## src/rtl/core_ctrl_pkg.sv

```systemverilog
// Shared control encodings for the RV32I cores: FSM states, opcodes and
// the mux/ALU select codes consumed by the datapath.
package core_ctrl_pkg;

    typedef enum logic [3:0] {
        S_RESET,
        S_FETCH,
        S_DECODE,
        S_MEMADR,
        S_MEMREAD,
        S_MEMWB,
        S_MEMWRITE,
        S_EXEC_R,
        S_EXEC_I,
        S_ALUWB,
        S_BRANCH,
        S_JAL,
        S_JALR,
        S_JALR_PC,
        S_TRAP
    } state_t;

    localparam logic [6:0] OP_LW   = 7'b0000011;
    localparam logic [6:0] OP_SW   = 7'b0100011;
    localparam logic [6:0] OP_R    = 7'b0110011;
    localparam logic [6:0] OP_I    = 7'b0010011;
    localparam logic [6:0] OP_BR   = 7'b1100011;
    localparam logic [6:0] OP_JAL  = 7'b1101111;
    localparam logic [6:0] OP_JALR = 7'b1100111;

    localparam logic [1:0] RES_ALUOUT    = 2'b00;
    localparam logic [1:0] RES_DATA      = 2'b01;
    localparam logic [1:0] RES_ALURESULT = 2'b10;

    localparam logic [1:0] SRCA_PC    = 2'b00;
    localparam logic [1:0] SRCA_OLDPC = 2'b01;
    localparam logic [1:0] SRCA_RS1   = 2'b10;

    localparam logic [1:0] SRCB_RS2  = 2'b00;
    localparam logic [1:0] SRCB_IMM  = 2'b01;
    localparam logic [1:0] SRCB_FOUR = 2'b10;

    localparam logic [1:0] ALUOP_ADD   = 2'b00;
    localparam logic [1:0] ALUOP_SUB   = 2'b01;
    localparam logic [1:0] ALUOP_FUNCT = 2'b10;

    localparam logic [1:0] IMM_I = 2'b00;
    localparam logic [1:0] IMM_S = 2'b01;
    localparam logic [1:0] IMM_B = 2'b10;
    localparam logic [1:0] IMM_J = 2'b11;

endpackage

```

## src/rtl/imm_src_dec.sv

```systemverilog
// Opcode to immediate-format decode, shared by the single- and multicycle cores.
module imm_src_dec
    import core_ctrl_pkg::*;
(
    input  logic [6:0] op,
    output logic [1:0] ImmSrc
);

    always_comb begin
        ImmSrc = IMM_I;
        case (op)
            OP_SW:   ImmSrc = IMM_S;
            OP_BR:   ImmSrc = IMM_B;
            OP_JAL:  ImmSrc = IMM_J;
            default: ImmSrc = IMM_I;
        endcase
    end

endmodule

```

## src/rtl/mc_controller.sv

```systemverilog
// Multicycle RV32I control FSM sharing one memory port for fetch and data;
// stalls in FETCH/MEMREAD/MEMWRITE until mem_ready.
module mc_controller
    import core_ctrl_pkg::*;
#(
    parameter int unsigned RESET_IDLE_CYCLES = 1
) (
    input  logic       clk,
    input  logic       reset_n,
    input  logic [6:0] op,
    input  logic       funct3_0,
    input  logic       zero,
    input  logic       mem_ready,
    output logic       mem_req,
    output logic       MemWrite,
    output logic       AdrSrc,
    output logic       IRWrite,
    output logic       PCWrite,
    output logic       RegWrite,
    output logic [1:0] ResultSrc,
    output logic [1:0] ALUSrcA,
    output logic [1:0] ALUSrcB,
    output logic [1:0] ALUOp,
    output logic [1:0] ImmSrc,
    output logic       instr_done,
    output logic       illegal_op
);

    localparam logic [3:0] IDLE_LAST = 4'(RESET_IDLE_CYCLES - 1);

    state_t     state_q, state_d;
    logic [3:0] idle_cnt_q, idle_cnt_d;
    logic       pc_update;
    logic       branch;

    imm_src_dec u_imm_src_dec (
        .op     (op),
        .ImmSrc (ImmSrc)
    );

    always_ff @(posedge clk or negedge reset_n) begin
        if (!reset_n) begin
            state_q    <= S_RESET;
            idle_cnt_q <= '0;
        end else begin
            state_q    <= state_d;
            idle_cnt_q <= idle_cnt_d;
        end
    end

    always_comb begin
        state_d    = state_q;
        idle_cnt_d = idle_cnt_q;
        mem_req    = 1'b0;
        MemWrite   = 1'b0;
        AdrSrc     = 1'b0;
        IRWrite    = 1'b0;
        RegWrite   = 1'b0;
        ResultSrc  = RES_ALUOUT;
        ALUSrcA    = SRCA_PC;
        ALUSrcB    = SRCB_RS2;
        ALUOp      = ALUOP_ADD;
        instr_done = 1'b0;
        illegal_op = 1'b0;
        pc_update  = 1'b0;
        branch     = 1'b0;

        case (state_q)
            S_RESET: begin
                if (idle_cnt_q == IDLE_LAST) state_d = S_FETCH;
                else                         idle_cnt_d = idle_cnt_q + 4'd1;
            end
            S_FETCH: begin
                mem_req   = 1'b1;
                ResultSrc = RES_ALURESULT;
                ALUSrcB   = SRCB_FOUR;
                if (mem_ready) begin
                    IRWrite   = 1'b1;
                    pc_update = 1'b1;
                    state_d   = S_DECODE;
                end
            end
            S_DECODE: begin
                // OldPC + imm lands in ALUOut for branch/jal targets
                ALUSrcA = SRCA_OLDPC;
                ALUSrcB = SRCB_IMM;
                case (op)
                    OP_LW, OP_SW: state_d = S_MEMADR;
                    OP_R:         state_d = S_EXEC_R;
                    OP_I:         state_d = S_EXEC_I;
                    OP_BR:        state_d = S_BRANCH;
                    OP_JAL:       state_d = S_JAL;
                    OP_JALR:      state_d = S_JALR;
                    default:      state_d = S_TRAP;
                endcase
            end
            S_MEMADR: begin
                ALUSrcA = SRCA_RS1;
                ALUSrcB = SRCB_IMM;
                state_d = (op == OP_LW) ? S_MEMREAD : S_MEMWRITE;
            end
            S_MEMREAD: begin
                mem_req = 1'b1;
                AdrSrc  = 1'b1;
                if (mem_ready) state_d = S_MEMWB;
            end
            S_MEMWB: begin
                ResultSrc  = RES_DATA;
                RegWrite   = 1'b1;
                instr_done = 1'b1;
                state_d    = S_FETCH;
            end
            S_MEMWRITE: begin
                mem_req  = 1'b1;
                MemWrite = 1'b1;
                AdrSrc   = 1'b1;
                if (mem_ready) begin
                    instr_done = 1'b1;
                    state_d    = S_FETCH;
                end
            end
            S_EXEC_R: begin
                ALUSrcA = SRCA_RS1;
                ALUOp   = ALUOP_FUNCT;
                state_d = S_ALUWB;
            end
            S_EXEC_I: begin
                ALUSrcA = SRCA_RS1;
                ALUSrcB = SRCB_IMM;
                ALUOp   = ALUOP_FUNCT;
                state_d = S_ALUWB;
            end
            S_ALUWB: begin
                RegWrite   = 1'b1;
                instr_done = 1'b1;
                state_d    = S_FETCH;
            end
            S_BRANCH: begin
                ALUSrcA    = SRCA_RS1;
                ALUOp      = ALUOP_SUB;
                branch     = 1'b1;
                instr_done = 1'b1;
                state_d    = S_FETCH;
            end
            S_JAL: begin
                ALUSrcA   = SRCA_OLDPC;
                ALUSrcB   = SRCB_FOUR;
                pc_update = 1'b1;
                state_d   = S_ALUWB;
            end
            S_JALR: begin
                ALUSrcA = SRCA_RS1;
                ALUSrcB = SRCB_IMM;
                state_d = S_JALR_PC;
            end
            S_JALR_PC: begin
                // rs1 already consumed into ALUOut, so rd==rs1 cannot corrupt the target
                ALUSrcA   = SRCA_OLDPC;
                ALUSrcB   = SRCB_FOUR;
                pc_update = 1'b1;
                state_d   = S_ALUWB;
            end
            S_TRAP: begin
                illegal_op = 1'b1;
            end
            default: begin
                state_d = S_RESET;
            end
        endcase

        PCWrite = pc_update | (branch & (zero ^ funct3_0));
    end

endmodule

```

## config.mk

```make
export PLATFORM = sky130hd
export DESIGN_NAME = mc_controller
export DESIGN_NICKNAME = d
export VERILOG_FILES = /design/src/rtl/core_ctrl_pkg.sv /design/src/rtl/imm_src_dec.sv /design/src/rtl/mc_controller.sv
export SDC_FILE = /design/constraint.sdc
export NUM_CORES = 1
export LEC_CHECK = 0
export BUFFER_PORTS_ARGS = -buffer_cell sky130_fd_sc_hd__buf_2
export CAP_MARGIN = 30
export CORE_MARGIN = 10
export CORE_UTILIZATION = 28
export CTS_CLUSTER_SIZE = 40
export DETAILED_ROUTE_END_ITERATION = 16
export HOLD_SLACK_MARGIN = 0.12
export PLACE_DENSITY = 0.49
export SLEW_MARGIN = 5
export SYNTH_ARGS = -nofsm -noshare
export SYNTH_HDL_FRONTEND = slang
export SYNTH_SLANG_ARGS = --single-unit
```

## constraint.sdc

```tcl
create_clock -name clk -period 2 [get_ports clk]
set_input_delay 0.4 -clock clk [delete_from_list [all_inputs] [get_ports clk]]
set_output_delay 0.4 -clock clk [all_outputs]
set_load 0.005 [all_outputs]
```

==> impl_results.md, run 1 <==
* Core area at between 0.002 and 0.003 mm2
* Vias in the first global route at between 800 and 900
* Final Util at 37.5%
* Die Width at 73.4 um
* Post-route ant nets at 0
* Die ar. at between 0.005 and 0.006 mm2
* Worst Setup Slack, final at approximately 100 ps
* Register area share after synthesis at approximately a quarter
* Synth unique cells at 42
* Global-route wire length before repair at 3800 um
* Clk sink count at 8
* Clk Latency, worst-skew pair at approximately 240 ps
* Ratio of final minimum period to clock period at between 90% and 100%
* GRT overflow at 0
* Hold Slack at approximately 470 ps
* Warnings from Yosys at 0
* FMAX at 0.527 GHz
* Yosys reg bits at 8
* Max cap viols at 0
* Critical Path, Cell by Cell: buf_4 > nand2b_2 > o21a_1 > o22ai_1 > buf_2
* Root buffer cell: clkbuf_4
* Area occupied by multi-input gates at 547 um2
* Ports at 30
* Layout cells sized above 1 at 32.1%
* FILL cells at about 290
* Area growth from synthesis to layout at 28.7%
* Fraction of registers with async set/reset at 100%
* Met2 wire length at slightly below 1000 um
* Final GP Congestion at around 0.8
* Worst path bufs/invs at 2
* Reg power frac at roughly 25%
* Pwr/cell area at between 1000 and 1500 mW/mm2
* Maximum vdd ir drop at 0.410 mV
* Syn Nets at 123
* Pwr Total at around 1.1 mW
* WP data required at between 1500 and 2000 ps
* M1 WL at between 1000 and 1500 um
* Nets at between 150 and 200
* Status: complete, no violations
* Fin crit period at around 1900 ps
* Crit Path Max Fanout at 8
* Most frequent cells in the layout: buf_2 (29), nand2_1 (13), nor2_1 (11)
* Crit path DAT at 1500 ps
* Yosys top cell area share at ~25%
* Count of input and output buffers at 29
* Leakage power at between 0.4 and 0.5 nW
* Vias/cell at just under 5
* Dpl hpwl at 1840 um
* Total net switching power at 0.516 mW
* Power Internal at around 0.63 mW
* Drt wl/cell at about 13 um
* Clock power share at between 10% and 20%
* Initial antenna violation count at 0
* Starting DRC count in detailed routing at 40
* CTS tree: yes
* Area of the mapped netlist at roughly 800 um2
* Syn Inst Count at 109
* Synth area leaders: dfrtp_1 (25%), nand2_1 (6.1%), nor2_1 (5.2%), o21ai_1 (5.0%), xnor2_1 (4.4%)
* All-Layer GR Usage at around 8.4%
* Slew Viols, Final at 0
* # rows at 19
* Num CTS Buffers at 3
* Leading cell type in the layout, fill and taps excluded: buf_2
* Worst setup SP type: flip-flop
* Actual slew at the worst max-slew pin at between 300 and 400 ps
* Starting Density at roughly 30%
* Clock buffer depth at 2
* Final clock skew at approximately 1.6 ps
* Gate power share at around two thirds
* TritonRoute pass-1 iters at 4
* Syn Area/Cell at about 7.3 um2
* CP endpoint kind: output port
* DRC at 0
* DRT Wirelength at between 2000 and 2500 um
* Switching share of power at roughly 45%
* Slowest CP cell: dfrtp_2
* Routed vias at approximately 850
* H-tree depth at 1
* Die Ht at ~73 um
* Largest net degree at the start of global routing at 12
* Slew HR at 77.5%
* CP top delay family: flip-flops
* Path category of the worst min-delay check: primary input to flip-flop
* Met3 Wirelength at 148 um
* Number of synthesized flops with an enable pin at 0
* Clock transition at path regs at 50 ps
* Place WS at 256 ps
* Synth Flop Type: dfrtp_1
* Leading area contributor after synthesis: dfrtp_1
* Slowest stage delay, CP at roughly 450 ps
* Final Hold Viols at 0
* Top layer in use: met4
* Critical path class: flip-flop to output port
* Fin Setup TNS at 0 ps
* Setup-failing EPs final at 0
* Diodes inserted at 0
* Register area at between 200 and 250 um2
[power by group through the flow]
stage | Sequential, mW | Combinational, mW | Clock, mW
after floorplan | 0.218 | 0.499 | 0
after global placement | 0.288 | 0.727 | 0
after detailed placement | 0.286 | 0.720 | 0
after CTS | 0.286 | 0.727 | 0.122
after global routing | 0.297 | 0.845 | 0.138
final | 0.286 | 0.739 | 0.116
[Yosys cell counts, drive strengths merged (3+ instances only)]
cell	number
nand2	13
nor2	11
o21ai	10
dfrtp	8
inv	6
clkbuf	5
nand2b	5
a21oi	4
xnor2	4
nand4	3
nor3	3
[worst paths after layout]
check                              start             to  slack, ps  depth (start not counted)
min reg2reg                idle_cnt_q[3]  idle_cnt_q[3]        470                          1
max reg2reg                   state_q[0]  idle_cnt_q[3]        490                          5
min in group asynchronous        reset_n  idle_cnt_q[1]        520                          2
min                            mem_ready     state_q[0]        470                          2
max                           state_q[3]     instr_done        100                          5
max in group asynchronous        reset_n     state_q[2]       1300                          2
[area by class of cell]
| class | instances | area share, % |
|---|---|---|
| Multi-Input combinational cell | 88 | 53.3 |
| Tap cell | 31 | 3.78 |
| Clock buffer | 3 | 2.20 |
| Sequential cell | 8 | 19.8 |
| Inverter | 6 | 2.20 |
| Timing Repair Buffer | 35 | 18.8 |
[timing repair]
action / 4_1_cts / 5_1_grt
resized for setup: 1 / 5
hold buffers: 1 / 0
setup endpoints to repair: 1 / 3
buffers inserted: 0 / 1
endpoints found under the hold margin: 8 / 0
[sequential cells by signal (all words and copies together), names as in the netlist]
signal / count
state_q: 4
idle_cnt_q: 4
[per-layer routing]
layer  track usage (%)  vias up
met5                 0        -
met4              2.48        0
met3              2.96        2
met2              12.0       21
met1              11.4      377
li1                  -      447
[cells by family (layout without fill, tap and decap cells)]
| group | count (synthesis) | in the layout | share of synthesized area (%) |
|---|---|---|---|
| XOR/XNOR | 6 | 6 | 6.59 |
| flip-flops | 8 | 8 | 25.1 |
| adder cells (fa/ha/maj) | 2 | 2 | 3.14 |
| AO/OA/AOI/OAI | 31 | 31 | 25.6 |
| AND/OR/NAND/NOR | 49 | 49 | 32.3 |
| buffers and inverters | 13 | 44 | 7.22 |
[stage by stage]
step / area, um2 / cells
after floorplan: 797 / 109
after global placement: 976 / 166
final: 1030 / 171
after detailed placement: 976 / 166
after CTS: 1010 / 170
after global routing: 1030 / 171
Power figures use the tool's default switching activity.
==> run 2: changes to the inputs <==
--- a/config.mk
+++ b/config.mk
@@ -5,6 +5,7 @@
 export SDC_FILE = /design/constraint.sdc
 export NUM_CORES = 1
 export LEC_CHECK = 0
+export ABC_AREA = 1
 export BUFFER_PORTS_ARGS = -buffer_cell sky130_fd_sc_hd__buf_2
 export CAP_MARGIN = 30
 export CORE_MARGIN = 10
@@ -12,7 +13,8 @@
 export CTS_CLUSTER_SIZE = 40
 export DETAILED_ROUTE_END_ITERATION = 16
 export HOLD_SLACK_MARGIN = 0.12
-export PLACE_DENSITY = 0.49
+export PLACE_DENSITY = 0.5
+export SETUP_SLACK_MARGIN = 0.3
 export SLEW_MARGIN = 5
 export SYNTH_ARGS = -nofsm -noshare
 export SYNTH_HDL_FRONTEND = slang
==> run 2 against run 1 <==
Worst setup slack better by 130 ps; worst hold slack improved by 3.9 ps; largest cell class unchanged; largest power group unchanged; global-route usage is 1.1 points higher; sequential cell count unchanged; highest routed layer unchanged.
==> impl_results.md, run 2 <==
* Status: complete, no violations
* Initial antenna violation count at 0 (unchanged)
* FMAX at 0.565 GHz (+7.1%)
* Syn Inst Count at 125 (+15%)
* Diodes inserted at 0 (unchanged)
* Count of input and output buffers at 29 (unchanged)
* Routed vias at 955 (+13%)
* Fin Setup TNS at 0 ps (unchanged)
* Yosys reg bits at 8 (unchanged)
* Clk sink count at 8 (unchanged)
* Unrepaired setup endpoints after global routing: true
* Nets at 187 (+20%)
* Critical path class: flip-flop to output port
* Leading area contributor after synthesis: dfrtp_1
* Area growth from synthesis to layout at 52.3%
* Max cap viols at 0 (unchanged)
* Drt wl/cell at 12.6 um (-3.3%)
* Worst r2r path cells at 7 (+2)
* DP Cell Count at 185 (+11%)
* Syn Nets at 139 (+13%)
* Power Internal at 0.741 mW (+18%)
* Synth unique cells at 25 (-40%)
* Dpl hpwl at 1870 um (+1.3%)
* Largest regs: idle_cnt_q x4, state_q x4
* Syn Area/Cell at 6.24 um2 (-15%)
* Worst Hold End: state_q[0]
* Final GP Congestion at 0.786 (-2.2%)
* CP endpoint kind: output port
* Vias in the first global route at 1011 (+23%)
* Path category of the worst min-delay check: primary input to flip-flop
* Gate power share at 71.9% (+7.1 points)
* Area of the mapped netlist at 779 um2 (-2.2%)
* Slew HR at 85.2% (+7.7 points)
* All-Layer GR Usage at 9.50% (+1.1 points)
* Worst r2r src: state_q[3]
* Worst reg2reg endpoint: state_q[2]
* Pwr/cell area at 1230 mW/mm2 (+10%)
* Global-route wire length before repair at 4190 um (+10%)
* DRT Wirelength at 2540 um (+14%)
* WP data required at 1600 ps (about the same)
* GRT overflow at 0 (unchanged)
* Clock power share at 8.7% (-1.5 points)
* Maximum vdd ir drop at 0.599 mV (+46%)
* Final Hold Viols at 0 (unchanged)
* R2R setup slack at 590 ps (+100 ps)
* Die Ht at 72.8 um (-0.80%)
* DRC at 0 (unchanged)
* Worst setup SP type: flip-flop
* Clock transition at path regs at 60 ps (about the same)
* Clk Latency, worst-skew pair at 260 ps (+20 ps)
* Finished Layout Cells at 202 (+18%)
* Commonest cells in the netlist: nand2_1 (32), inv_1 (15), nor2_1 (14), inv_2 (10)
* # rows at 19 (unchanged)
* Ports at 30 (unchanged)
* Design area at 0.00119 mm2 (+16%)
* Largest net degree at the start of global routing at 9 (-3)
* Starting Density at 28.8% (-0.39 points)
* Vias/cell at 4.73 (-4.6%)
* Die ar. at 0.00529 mm2 (-1.6%)
* Slew Viols, Final at 0 (unchanged)
* Leakage power at 0.687 nW (+39%)
* Post-placement cell area at 963 um2 (-1.3%)
* Yosys top cell area share at 25.7% (+0.56 points)
* Root buffer cell: clkbuf_4
* Switching share of power at 49.1% (+3.9 points)
* Number of synthesized flops with an enable pin at 0 (unchanged)
* Layout cells sized above 1 at 48.5% (+16 points)
* Warnings from Yosys at 0 (unchanged)
* Final clock skew at 7.22 ps (+5.62 ps)
* CTS tree: yes
* FILL cells at 289 (-1.7%)
* Most frequent cells in the layout: nand2_1 (28), buf_2 (28), inv_1 (14)
* Total net switching power at 0.715 mW (+39%)
* Crit Path Max Fanout at 6 (-2)
* Hold Path Depth at 4 (+2)
* Post-route ant nets at 0 (unchanged)
* Actual slew at the worst max-slew pin at 220 ps (-118 ps)
* Synth Flop Type: dfrtp_1
* Clock buffer depth at 2 (unchanged)
* HP Start: mem_ready
* Crit path DAT at 1370 ps (-130 ps)
* Count leader, synth: nand2_1
* Synth area leaders: dfrtp_1 (26%), nand2_1 (15%), inv_1 (7.2%), nor2_1 (6.7%), nand3_1 (5.1%)
* Register area share after synthesis at 25.7% (+0.56 points)
* H-tree depth at 1 (unchanged)
* Reg power frac at 19.4% (-5.7 points)
* Die Width at 72.8 um (-0.80%)
* Starting DRC count in detailed routing at 62 (+55%)
* TritonRoute pass-1 iters at 4 (unchanged)
* Setup-failing EPs final at 0 (unchanged)
* Fin crit period at 1770 ps (-126 ps)
* Num CTS Buffers at 3 (unchanged)
* Core area at 0.00271 mm2 (-0.87%)
* Ratio of final minimum period to clock period at 88.6% (-6.3 points)
* Fraction of registers with async set/reset at 100% (unchanged)
-- run 2: area by class of cell --
cell class              instances  area (um2)  share of cell area, %
clock buffers                   3        22.5                   1.90
flip-flops and latches          8         205                   17.3
well taps                      31        38.8                   3.27
multi-input cells              92         566                   47.6
repair buffers                 43         259                   21.8
inverters                      25        96.3                   8.11
-- run 2: worst max path at each step --
| stage | from | endpoint | slack (ps) | depth (start not counted) |
|---|---|---|---|---|
| 2_1_floorplan | state_q[1] | PCWrite | 570 | 6 |
| 3_3_place_gp | op[3] | ImmSrc[0] | 380 | 5 |
| 3_5_place_dp | op[3] | ImmSrc[0] | 330 | 5 |
| 4_1_cts | state_q[1] | ALUSrcA[1] | 240 | 7 |
| 5_1_grt | state_q[0] | PCWrite | 110 | 7 |
| 6_report | state_q[3] | ALUSrcB[0] | 230 | 4 |
-- run 2: cells by family (layout without fill, tap and decap cells) --
group                      after synthesis  after routing  share of synthesized area [%]
xor gates and xnor gates                 4              4                           4.50
buffers and inverters                   25             71                           12.0
DFF                                      8              8                           25.7
adders and majority gates                2              2                           3.21
AOI/OAI and AO/OA                       17             17                           13.0
and+or+nand+nor                         69             69                           41.6
-- run 2: per-layer routing --
metal	wire (um)	global-route usage [%]
met1	986	9.56
met2	1420	18.1
met3	97	2.31
met4	40	3.59
met5	0	0
-- run 2: critical path: stages, from the launching register on --
cell and delay [ps]:
dfrtp_2 460, nor2_4 240, inv_2 120, o21ai_1 150, buf_2 140
-- run 2: power groups by stage --
| stage | Clock [mW] | Sequential, mW | Combinational, mW |
|---|---|---|---|
| floorplan | 0 | 0.252 | 0.465 |
| global placement | 0 | 0.260 | 0.713 |
| detailed placement | 0 | 0.261 | 0.709 |
| CTS | 0.134 | 0.280 | 0.957 |
| global route | 0.140 | 0.290 | 1.16 |
| finish | 0.126 | 0.283 | 1.05 |
-- run 2: repair_timing --
| action | in CTS | in global routing |
|---|---|---|
| setup endpoints to repair | 10 | 13 |
| pin swaps | 4 | 2 |
| setup buffers | 11 | 2 |
| hold buffers | 1 | 0 |
| resized for setup | 19 | 7 |
| endpoints found under the hold margin | 8 | 0 |
-- run 2: metrics by stage --
stage	util [%]	setup slack, ps	total power [mW]	hold slack, ps
after CTS	42.2	240	1.37	461
final	43.8	229	1.46	470
after global routing	43.8	111	1.59	482
after detailed placement	35.5	330	0.970	258
after floorplan	-	565	0.717	104
after global placement	35.5	377	0.974	256
==> run 3: changes to the inputs <==
--- a/config.mk
+++ b/config.mk
@@ -13,9 +13,11 @@
 export CTS_CLUSTER_SIZE = 40
 export DETAILED_ROUTE_END_ITERATION = 16
 export HOLD_SLACK_MARGIN = 0.12
-export PLACE_DENSITY = 0.5
+export PLACE_DENSITY = 0.58
+export RECOVER_POWER = 50
 export SETUP_SLACK_MARGIN = 0.3
 export SLEW_MARGIN = 5
 export SYNTH_ARGS = -nofsm -noshare
 export SYNTH_HDL_FRONTEND = slang
+export SYNTH_HIERARCHICAL = 1
 export SYNTH_SLANG_ARGS = --single-unit
==> run 3 against run 2 <==
Worst setup slack got worse by 27 ps; clock skew fell by 1.3 ps; sequential cell count did not move; global-route usage fell by 1.6 points; synthesized cell count rose by 12%; cell count rose by 4.0%; register-to-register slack got worse by 120 ps; largest power group unchanged; first-iteration DRC count fell by 15%; worst hold slack got worse by 74 ps; highest routed layer is now met3; non-clock buffer count fell by 9; via count fell by 6.3%; utilization fell by 6.4 points.
==> impl_results.md, run 3 <==
* Fin Setup TNS at 0 ps (unchanged)
* GRT overflow at 0 (unchanged)
* Routed vias at 895 (-6.3%)
* Leading area contributor after synthesis: dfrtp_1
* Clock power share at 9.6% (+0.9 points)
* DRT Wirelength at 2210 um (-13%)
* Synth area leaders: dfrtp_1 (23%), nand2_1 (16%), inv_1 (11%), nor2_1 (6.1%), nand3_1 (4.7%)
* Slew Viols, Final at 0 (unchanged)
* DP Cell Count at 202 (+9.2%)
* Core area at 0.00300 mm2 (+11%)
* Leakage power at 0.658 nW (-4.3%)
* Critical path class: flip-flop to output port
* Final Util at 37.4% (-6.4 points)
* Yosys top cell area share at 23.3% (-2.4 points)
* Register area at 203 um2 (-1.2%)
* Ratio of final minimum period to clock period at 89.9% (+1.4 points)
* Dpl hpwl at 1860 um (-0.35%)
* Finished Layout Cells at 210 (+4.0%)
* Synth unique cells at 25 (unchanged)
* Unrepaired setup endpoints after global routing: true
* Area growth from synthesis to layout at 30.5%
* Num CTS Buffers at 3 (unchanged)
* FILL cells at 335 (+16%)
* Yosys reg bits at 8 (unchanged)
* Syn Area/Cell at 6.15 um2 (-1.4%)
* Clock buffer depth at 2 (unchanged)
* Max cap viols at 0 (unchanged)
* Final GP Congestion at 0.877 (+12%)
* Crit Path Max Fanout at 6 (unchanged)
* Starting Density at 28.7% (-0.096 points)
* Diodes inserted at 0 (unchanged)
* Die Width at 75.4 um (+3.7%)
* Post-route ant nets at 0 (unchanged)
* Drt wl/cell at 10.5 um (-16%)
* Die ar. at 0.00569 mm2 (+7.5%)
* Synth Flop Type: dfrtp_1
* Warnings from Yosys at 6 (+6)
* Area occupied by multi-input gates at 556 um2 (-1.8%)
* Clk sink count at 8 (unchanged)
* H-tree depth at 1 (unchanged)
* Pwr Total at 1.22 mW (-16%)
* WP data required at 1600 ps (about the same)
* DRC at 0 (unchanged)
* Ports at 30 (unchanged)
* Register area share after synthesis at 23.3% (-2.4 points)
* Largest net degree at the start of global routing at 9 (unchanged)
* Pwr/cell area at 1080 mW/mm2 (-12%)
* # rows at 20 (+1)
* TritonRoute pass-1 iters at 4 (unchanged)
* Syn Nets at 154 (+11%)
* CTS tree: yes
* Root buffer cell: clkbuf_4
* Slew HR at 71.2% (-14 points)
* Vias/cell at 4.26 (-9.9%)
* Clock transition at path regs at 50 ps (about the same)
* Count leader, synth: nand2_1
* Syn Inst Count at 140 (+12%)
* CP endpoint kind: output port
* Crit path DAT at 1400 ps (+30 ps)
* Worst setup SP type: flip-flop
* Maximum vdd ir drop at 0.270 mV (-55%)
* Layout cells sized above 1 at 35.6% (-13 points)
* Gate power share at 67.6% (-4.3 points)
* Path category of the worst min-delay check: primary input to flip-flop
* Leading cell type in the layout, fill and taps excluded: nand2_1
* All-Layer GR Usage at 7.88% (-1.6 points)
* Vias in the first global route at 885 (-12%)
* Final Hold Viols at 0 (unchanged)
* Largest regs: idle_cnt_q x4, state_q x4
* Area of the mapped netlist at 861 um2 (+10%)
* Setup-failing EPs final at 0 (unchanged)
* Starting DRC count in detailed routing at 53 (-15%)
* Power Internal at 0.610 mW (-18%)
* Clk Latency, worst-skew pair at 240 ps (-20 ps)
* Switching share of power at 49.9% (+0.83 points)
* Most frequent cells in the layout: nand2_1 (35), buf_2 (26), inv_1 (23)
* Actual slew at the worst max-slew pin at 432 ps (+212 ps)
* Final clock skew at 5.88 ps (-1.34 ps)
* Status: complete, no violations
* Nets at 193 (+3.2%)
* Commonest cells in the netlist: nand2_1 (36), inv_1 (25), nor2_1 (14), dfrtp_1 (8), nand3_1 (8)
* Count of input and output buffers at 29 (unchanged)
* Fin crit period at 1800 ps (+27.3 ps)
* Global-route wire length before repair at 3770 um (-9.9%)
* Total net switching power at 0.608 mW (-15%)
* Die Ht at 75.4 um (+3.7%)
* Reg power frac at 22.8% (+3.4 points)
* Number of synthesized flops with an enable pin at 0 (unchanged)
* FMAX at 0.556 GHz (-1.5%)
* Fraction of registers with async set/reset at 100% (unchanged)
* Initial antenna violation count at 0 (unchanged)
run 3: logic make-up (layout without fill, tap and decap cells):
logic type,Yosys count,after routing,synth area share (%)
fa+ha+maj,2,2,2.91
simple gates,76,76,42.9
buf+inv,32,69,14.0
flops,8,8,23.3
compound gates,18,18,12.9
xor+xnor,4,4,4.07
run 3: power groups by stage:
| stage | clock, mW | combinational [mW] | sequential, mW |
|---|---|---|---|
| after global placement | 0 | 0.752 | 0.252 |
| after CTS | 0.125 | 0.833 | 0.277 |
| final | 0.116 | 0.823 | 0.278 |
| after floorplan | 0 | 0.504 | 0.242 |
| after global routing | 0.132 | 0.944 | 0.284 |
| after detailed placement | 0 | 0.748 | 0.251 |
run 3: worst max-delay path: stages (launching register included):
cell and delay, ps:
dfrtp_1 490, nand2_1 220, o22ai_4 190, a21oi_1 70, o21ai_1 70, buf_2 120
run 3: layout make-up:
class,instances,share of cell area [%]
inverter,32,10.7
tap,33,3.67
timing repair buffer,34,16.1
sequential,8,18.0
multi-input combinational,100,49.4
clock buffer,3,2.00
run 3: path summary, 6_finish.rpt:
check,depth (start not counted),from,endpoint,slack (ps)
worst max-delay path,5,state_q[3],PCWrite,200
worst min-delay path,2,mem_ready,state_q[0],400
worst max register to register,8,state_q[3],state_q[0],470
worst min register to register,2,idle_cnt_q[3],idle_cnt_q[3],540
max in group asynchronous,2,reset_n,state_q[1],1050
min in group asynchronous,2,reset_n,idle_cnt_q[0],620
run 3: routing by layer:
metal,wire (um),global-route usage (%)
met1,1040,9.84
met2,951,13.2
met3,215,2.34
met4,0,1.24
met5,0,0
run 3: repair_timing:
| item | 4_1_cts | 5_1_grt |
|---|---|---|
| pin swaps | 3 | 1 |
| hold endpoints to repair | 8 | 0 |
| gates resized for setup | 15 | 1 |
| buffers inserted | 2 | 2 |
| hold buffers | 1 | 0 |
| setup endpoints to repair | 7 | 9 |
run 3: per-stage QoR:
step                setup slack (ps)  cell area (um2)  hold WS [ps]
detailed placement               396             1050           251
finish                           201             1120           396
global placement                 411             1050           252
CTS                              236             1140           381
global route                    81.6             1120           388
floorplan                        558              861           104
